### config.mk
export PLATFORM = sky130hd
export DESIGN_NAME = serial_deserializer_flat
export DESIGN_NICKNAME = d
export VERILOG_FILES = /design/src/rtl/deser_pkg.sv /design/src/rtl/serial_deserializer_if.sv /design/src/rtl/deser_bit_counter.sv /design/src/rtl/serial_deserializer.sv /design/src/flat_wrapper.sv
export SDC_FILE = /design/constraint.sdc
export NUM_CORES = 1
export LEC_CHECK = 0
export ABC_AREA = 1
export CAP_MARGIN = 20
export CORE_MARGIN = 3
export CORE_UTILIZATION = 34
export DETAILED_ROUTE_END_ITERATION = 10
export MAX_ROUTING_LAYER = met4
export PLACE_DENSITY_LB_ADDON = 0.15
export SYNTH_ARGS = -nofsm -noshare
export SYNTH_HDL_FRONTEND = slang
export SYNTH_SLANG_ARGS = --single-unit
### constraint.sdc
create_clock -name clock -period 1.5 [get_ports clock]
set_input_delay 0.225 -clock clock [delete_from_list [all_inputs] [get_ports clock]]
set_output_delay 0.225 -clock clock [all_outputs]
set_load 0.1 [all_outputs]
### src/rtl/deser_pkg.sv
// Shared encodings and defaults for the serial deserializer.
// DESER_PARITY_EN enables the trailing even-parity bit.
package deser_pkg;

  localparam int DESER_WIDTH = 8;

  localparam logic [1:0] DESER_IDLE   = 2'd0;
  localparam logic [1:0] DESER_SHIFT  = 2'd1;
  localparam logic [1:0] DESER_PARITY = 2'd2;

  typedef enum logic [1:0] {
    S_IDLE   = DESER_IDLE,
    S_SHIFT  = DESER_SHIFT,
    S_PARITY = DESER_PARITY
  } deser_state_e;

endpackage

### src/rtl/serial_deserializer_if.sv
// Serial-in / word-out bundle of the deserializer.
// Port set is the same with or without DESER_PARITY_EN.
interface serial_deserializer_if
  import deser_pkg::*;
#(
  parameter int WIDTH = DESER_WIDTH
);

  logic             start;
  logic             sin;
  logic             sin_valid;
  logic [WIDTH-1:0] out_data;
  logic             out_valid;
  logic             out_ready;
  logic             overrun;
  logic             parity_err;

  modport master (
    output start, sin, sin_valid, out_ready,
    input  out_data, out_valid, overrun, parity_err
  );

  modport slave (
    input  start, sin, sin_valid, out_ready,
    output out_data, out_valid, overrun, parity_err
  );

endinterface

### src/rtl/deser_bit_counter.sv
// Received-bit counter for one deserializer frame.
// Shared by both DESER_PARITY_EN builds.
module deser_bit_counter
  import deser_pkg::*;
#(
  parameter int WIDTH = DESER_WIDTH
) (
  input  logic                         clock,
  input  logic                         clear,
  input  logic                         load1,
  input  logic                         inc,
  output logic [$clog2(WIDTH+1)-1:0]   count,
  output logic                         done
);

  localparam int CW = $clog2(WIDTH+1);

  logic [CW-1:0] count_q;

  always_ff @(posedge clock or posedge clear) begin
    if (clear) begin
      count_q <= '0;
    end else if (load1) begin
      count_q <= CW'(1);
    end else if (inc) begin
      count_q <= count_q + 1'b1;
    end
  end

  assign count = count_q;
  assign done  = (count_q == CW'(WIDTH));

endmodule

### src/rtl/serial_deserializer.sv
// LSB-first serial-to-parallel receiver with double-buffered output.
// Define DESER_PARITY_EN to add a trailing even-parity bit per frame.
module serial_deserializer
  import deser_pkg::*;
#(
  parameter int WIDTH = DESER_WIDTH
) (
  input  logic                  clock,
  input  logic                  clear,
  serial_deserializer_if.slave  bus
);

  localparam int CW = $clog2(WIDTH+1);

  deser_state_e     state_q;
  deser_state_e     last_nxt;
  logic [WIDTH-1:0] sr_q;
  logic [WIDTH-1:0] sr_d;
  logic [WIDTH-1:0] word_d;
  logic [WIDTH-1:0] out_data_q;
  logic             out_valid_q;
  logic             overrun_q;
  logic             perr_q;
  logic             perr_d;
  logic             take;
  logic             fresh;
  logic             shifting;
  logic             last;
  logic             par_done;
  logic             commit;
  logic             inc;
  logic [CW-1:0]    count;
  logic             done;

  always_comb begin
    take     = bus.sin_valid;
    fresh    = take && bus.start;
    shifting = take && !fresh && (state_q == S_SHIFT);
    sr_d     = {bus.sin, sr_q[WIDTH-1:1]};
    last     = shifting && (count == CW'(WIDTH-1));
    inc      = shifting && !done;
`ifdef DESER_PARITY_EN
    last_nxt = S_PARITY;
    par_done = take && !fresh && (state_q == S_PARITY);
    commit   = par_done;
    word_d   = sr_q;
    perr_d   = ^{sr_q, bus.sin};
`else
    last_nxt = S_IDLE;
    par_done = 1'b0;
    commit   = last;
    word_d   = sr_d;
    perr_d   = 1'b0;
`endif
  end

  deser_bit_counter #(
    .WIDTH (WIDTH)
  ) u_cnt (
    .clock (clock),
    .clear (clear),
    .load1 (fresh),
    .inc   (inc),
    .count (count),
    .done  (done)
  );

  always_ff @(posedge clock or posedge clear) begin
    if (clear) begin
      state_q     <= S_IDLE;
      sr_q        <= '0;
      out_data_q  <= '0;
      out_valid_q <= 1'b0;
      overrun_q   <= 1'b0;
      perr_q      <= 1'b0;
    end else begin
      if (fresh || shifting) begin
        sr_q <= sr_d;
      end
      unique case (1'b1)
        fresh:    state_q <= S_SHIFT;
        last:     state_q <= last_nxt;
        par_done: state_q <= S_IDLE;
        default:  ;
      endcase
      // a full buffer that is not being drained loses the new word
      if (commit) begin
        if (!out_valid_q || bus.out_ready) begin
          out_data_q  <= word_d;
          perr_q      <= perr_d;
          out_valid_q <= 1'b1;
        end else begin
          overrun_q   <= 1'b1;
        end
      end else if (out_valid_q && bus.out_ready) begin
        out_valid_q <= 1'b0;
      end
    end
  end

  assign bus.out_data   = out_data_q;
  assign bus.out_valid  = out_valid_q;
  assign bus.overrun    = overrun_q;
  assign bus.parity_err = perr_q;

endmodule
### src/flat_wrapper.sv
// flat-port wrapper written by rule: the top's interface ports become plain ports
module serial_deserializer_flat import deser_pkg::*;
#(
  parameter int WIDTH = DESER_WIDTH
)
  (clock, clear, bus_start, bus_sin, bus_sin_valid, bus_out_ready, bus_out_data, bus_out_valid, bus_overrun, bus_parity_err);
  serial_deserializer_if #(.WIDTH(WIDTH)) bus_i ();
  input  logic clock;
  input  logic clear;
  input wire logic [$bits(bus_i.start)-1:0] bus_start;
  input wire logic [$bits(bus_i.sin)-1:0] bus_sin;
  input wire logic [$bits(bus_i.sin_valid)-1:0] bus_sin_valid;
  input wire logic [$bits(bus_i.out_ready)-1:0] bus_out_ready;
  output wire logic [$bits(bus_i.out_data)-1:0] bus_out_data;
  output wire logic [$bits(bus_i.out_valid)-1:0] bus_out_valid;
  output wire logic [$bits(bus_i.overrun)-1:0] bus_overrun;
  output wire logic [$bits(bus_i.parity_err)-1:0] bus_parity_err;
  assign bus_i.start = bus_start;
  assign bus_i.sin = bus_sin;
  assign bus_i.sin_valid = bus_sin_valid;
  assign bus_i.out_ready = bus_out_ready;
  assign bus_out_data = bus_i.out_data;
  assign bus_out_valid = bus_i.out_valid;
  assign bus_overrun = bus_i.overrun;
  assign bus_parity_err = bus_i.parity_err;
  serial_deserializer #(.WIDTH(WIDTH)) u_core (.clock(clock), .clear(clear), .bus(bus_i));
endmodule
==> flow_summary.yaml, run 1 <==
critical_path:
  crit_path_start_kind: "register"
  cp_cell_sequence: "ha_1 > nand2_2 > nor2_4 > nand3_4 > nand2_1 > o21ai_2"
  critPathArrivalTime_ns: 1.59
  critPathMaxStageDelay_ns: 0.45
  cp_slowest_cell: "dfrtp_1"
  endpoint_kind: "register"
  cp.required_ns: 1.71
  crit_fanout: 16
  critPathKind: "register to register"
cts:
  cts_resized: 0
  numCtsBuffers: 3
  insertion_delay_ns: 0.31
  clk_pin_slew_ns: 0.13
  cts_buffer_depth: 2
  h-tree-depth: 1
  postCtsSetupRepairBufs: 0
  cts_num_sinks: 22
  hold_buffers: 0
  root_buffer: "clkbuf_4"
  cts_tree: "done"
global_route:
  grt_pass1_vias: 729
  grt_pass1_wl_mm: 3.21
  antenna_found_initial: 0
  grt_usage: 0.124
  grt_max_degree: 23
  overflow: 0
synthesis:
  syn_nets: 113
  synth_flop_cell: "dfrtp_1"
  synthArstFlopShare: 1.00
  synthSimpleGateAreaFrac: 0.197
  synthXorXnorAreaFrac: 0.00875
  seq_area_frac_synth: 0.550
  synth_largest_area_cell: "dfrtp_1"
  synth.most_common_cell: "nand2_1"
  synth_top_area_share: 0.550
  synth_compound_area_frac: 0.135
  synthCells: 105
  synthMuxAreaShare: 0
  synth_commonest_cells: "nand2_1, dfrtp_1, inv_1"
  synthAdderAreaFrac: 0.0250
  synth_top_family_by_area: "simple AND/OR/NAND/NOR gates"
  ys_top_cells_by_area: "dfrtp_1, nand2_1, o21ai_2"
  yosys_register_bits: 22
  syn-cell-area_um2: 1000
  synth_edf_count: 0
  yosysWarnings: 0
  syn_area_per_cell_um2: 9.53
  synth_cell_types: 21
placement:
  dp_cells: 151
  routabilityCongestion: 0.756
  dp_hpwl_mm: 1.24
  numPortBuffers: 15
sta:
  fin_crit_sh: 0.922
  drv_slew: 0
  fmax_ghz: 0.723
  tns_ns: 0
  min_period_ns: 1.38
  setup_viol: 0
  whs_ns: 0.222
  skew_ns: 0.00625
  grt_setup_unrepaired: "false"
  hold_viol_final: 0
die:
  core_area_um2: 2780
  die_area_um2: 3630
  rows: 19
  die_w_um: 60.3
  start_util: 0.360
  die_h_um: 60.3
  io_pins: 17
route:
  firstDrtPassIters: 4
  drtIter0Drc: 16
  route.detailed.drc: 0
  via_count: 717
  wire_per_inst_um: 11.2
  drtAntennaViolNets: 0
  drt-total-wl_mm: 1.73
  viasPerCell: 4.63
cells_and_area:
  antenna_cells: 0
  area_delta_synth_final_pct: 35.4
  fill_cells: 260
  nets: 133
  drive_gt1_frac: 0.274
  fin_util: 0.487
  fin_cells: 155
power_and_ir_drop:
  power_density_nw_per_um2: 2130
  p_total_uw: 2880
  ir_worst_vdd_mv: 1.56
  p_leak_uw: 0.000640
run:
  maxCapViolations: 0
min_path:
  holdCritPathClass: "input port to asynchronous set/reset pin"
outcome:
  status: "finished clean"
-- flip-flops by register name (all words and copies together) (netlist names) --
register              cells
u_core.bus.out_data       8
u_core.bus.out_valid      1
u_core.state_q            1
u_core.u_cnt.count        4
u_core.bus.overrun        1
u_core.sr_q               7
-- cell families after synthesis --
| logic type | count (synthesis) |
|---|---|
| fa+ha+maj | 2 |
| simple gates | 41 |
| flops | 22 |
| compound gates | 20 |
| buf+inv | 18 |
| xor+xnor | 1 |
| other cells | 1 |
-- path summary, 6_finish.rpt --
check                                      startpoint                endpoint  slack (ns)  depth (start not counted)
max in group asynchronous                       clear    u_core.bus.out_valid        1.04                          3
min in group clock                            bus_sin  u_core.bus.out_data[7]        0.49                          3
worst min register to register         u_core.sr_q[2]          u_core.sr_q[1]        0.50                          2
worst max register to register  u_core.u_cnt.count[0]  u_core.bus.out_data[7]        0.12                          6
worst min-delay path                            clear  u_core.bus.out_data[4]        0.22                          3
worst max-delay path            u_core.u_cnt.count[0]  u_core.bus.out_data[7]        0.12                          6
-- worst max-delay path: cells and delay by family, from the launching register on --
| family | cells | cell delay [ns] |
|---|---|---|
| AOI/OAI and AO/OA | 1 | 0.06 |
| adders and majority gates | 1 | 0.23 |
| DFF | 1 | 0.45 |
| and+or+nand+nor | 4 | 0.55 |
-- cell type report --
| type | count | area, um2 | share of cell area |
|---|---|---|---|
| tap | 31 | 38.8 | 0.0286 |
| clock inverter | 1 | 30.0 | 0.0222 |
| inverter | 15 | 56.3 | 0.0416 |
| sequential | 22 | 552 | 0.407 |
| clock buffer | 3 | 22.5 | 0.0166 |
| multi-input combinational | 65 | 370 | 0.273 |
| timing repair buffer | 18 | 285 | 0.211 |
-- through the flow --
| step | setup slack (ns) | cell area (um2) |
|---|---|---|
| global route | 0.00875 | 1360 |
| floorplan | 0.141 | 1000 |
| CTS | 0.108 | 1360 |
| global placement | 0.00892 | 1300 |
| finish | 0.117 | 1360 |
| detailed placement | -0.00894 | 1300 |
-- where the power goes --
| part | leakage (uW) | switching, uW | total, uW | internal [uW] |
|---|---|---|---|---|
| sequential | 0.000284 | 183 | 958 | 775 |
| clock | 0.0000279 | 188 | 458 | 270 |
| combinational | 0.000329 | 943 | 1470 | 524 |
| total | 0.000640 | 1310 | 2880 | 1570 |
-- routing by layer --
| layer | global-route usage | vias up | wire, um |
|---|---|---|---|
| li1 | - | 365 | - |
| met1 | 0.161 | 329 | 849 |
| met2 | 0.177 | 18 | 763 |
| met3 | 0.0216 | 5 | 67 |
| met4 | 0.0759 | 0 | 49 |
| met5 | - | - | 0 |
-- cell usage in the layout, fill, tap and decap left out, types with 3 or more instances in the layout --
master,count
buf_12,11
clkbuf_4,3
clkdlybuf4s50_1,5
dfrtp_1,21
inv_1,13
nand2_1,28
nand2_2,3
nand3_1,4
o21ai_0,7
o21ai_1,3
o21ai_2,8
Note: power is estimated with default switching activity, not from simulation.
==> inputs of run 2 (changes only) <==
Settings changed: CORE_UTILIZATION 34 to 45, DONT_BUFFER_PORTS set to 1.
==> flow_summary.yaml, run 2 (synthesis results as in run 1) <==
outcome:
  status: "finished clean"
global_route:
  grt_max_degree: 17
  antenna_found_initial: 0
  grt_usage: 0.133
  grt_pass1_wl_mm: 2.57
  overflow: 0
  grt_pass1_vias: 607
die:
  die_w_um: 53.2
  die_area_um2: 2830
  rows: 16
  core_area_um2: 2040
  die_h_um: 53.2
  start_util: 0.490
  io_pins: 17
route:
  drtAntennaViolNets: 0
  via_count: 681
  drtIter0Drc: 14
  drt-total-wl_mm: 1.56
  firstDrtPassIters: 4
  wire_per_inst_um: 11.0
  viasPerCell: 4.83
  route.detailed.drc: 0
cells_and_area:
  final_common_cell: "nand2_1"
  layout_common_cells: "nand2_1, dfrtp_1, inv_1"
  area_delta_synth_final_pct: 14.4
  nets: 123
  largest_register_ffs: 8
  antenna_cells: 0
  drive_gt1_frac: 0.281
power_and_ir_drop:
  power_density_nw_per_um2: 2200
  ir_worst_vdd_mv: 1.14
  p_leak_uw: 0.000556
critical_path:
  critPathArrivalTime_ns: 1.55
  endpoint_kind: "register"
  cp_cell_sequence: "ha_1 > nand2_2 > nor2_4 > nand3_4 > nand2_1 > o21ai_2"
  cp_slowest_cell: "dfrtp_1"
  critPathMaxStageDelay_ns: 0.42
  ff2ff_setup_slack_ns: 0.15
  cp.required_ns: 1.70
  crit_fanout: 16
  crit_path_start_kind: "register"
  critPathKind: "register to register"
sta:
  skew_ns: 0.00347
  tns_ns: 0
  grt_setup_unrepaired: "false"
  drv_slew: 0
  fmax_ghz: 0.739
  setup_ws_ns: 0.146
  fin_crit_sh: 0.903
  setup_viol: 0
  hold_viol_final: 0
  min_period_ns: 1.35
cts:
  cts_buffer_depth: 2
  numCtsBuffers: 3
  clk_pin_slew_ns: 0.12
  h-tree-depth: 1
  postCtsSetupRepairBufs: 0
  cts_num_sinks: 22
  insertion_delay_ns: 0.30
  root_buffer: "clkbuf_4"
  cts_tree: "done"
min_path:
  holdCritPathClass: "input port to register"
placement:
  routabilityCongestion: 0.841
  numPortBuffers: 0
  dp_hpwl_mm: 1.19
  place_ws_ns: 0.134
run:
  maxCapViolations: 0
## run 2: routing by layer
layer	vias to the layer above	track usage	routed length (um)
li1	345	-	-
met4	0	0.0894	31
met3	4	0.0254	80
met5	-	-	0
met2	22	0.180	695
met1	310	0.181	748
## run 2: worst paths after layout
kind / start / to / depth (start not counted)
max: u_core.u_cnt.count[0] / u_core.bus.out_data[7] / 6
min in group asynchronous: clear / u_core.u_cnt.count[1] / 2
min reg2reg: u_core.sr_q[2] / u_core.sr_q[1] / 2
max reg2reg: u_core.u_cnt.count[0] / u_core.bus.out_data[7] / 6
max in group asynchronous: clear / u_core.bus.out_data[0] / 3
min: bus_sin / u_core.bus.out_data[7] / 2
## run 2: layout make-up
class                   count  area [um2]
fillers                   201         897
flip-flops and latches     22         557
multi-input cells          65         370
repair buffers              8        75.1
inverters                  15        56.3
well taps                  27        33.8
clock inverters             1        30.0
clock buffers               3        22.5
## run 2: timing repair
action                     in CTS  in global routing
setup endpoints to repair       2                  2
hold buffers                    1                  0
pin swaps                       0                  0
gates resized for setup         2                  2
hold endpoints to repair        7                  0
## run 2: worst max-delay path: cells and delay by family (launching register included)
kind	cells	cell delay [ns]
adder cells (fa/ha/maj)	1	0.22
AND/OR/NAND/NOR	4	0.56
AO/OA/AOI/OAI	1	0.06
flip-flops	1	0.42
## run 2: metrics by stage
step	std cells	power, uW	instance area [um2]	util	hold WS (ns)
detailed placement	136	2080	1080	0.528	0.0803
floorplan	105	1920	1000	-	0.214
global placement	136	2060	1080	0.528	0.0801
global route	141	2650	1140	0.561	0.0301
finish	141	2510	1140	0.561	0.0406
CTS	141	2540	1140	0.559	0.0205
## run 2: where the power goes
| group | total, uW | internal, uW | leakage [uW] | switching, uW |
|---|---|---|---|---|
| combinational | 863 | 237 | 0.000251 | 626 |
| sequential | 1210 | 778 | 0.000278 | 430 |
| clock | 443 | 270 | 0.0000279 | 173 |
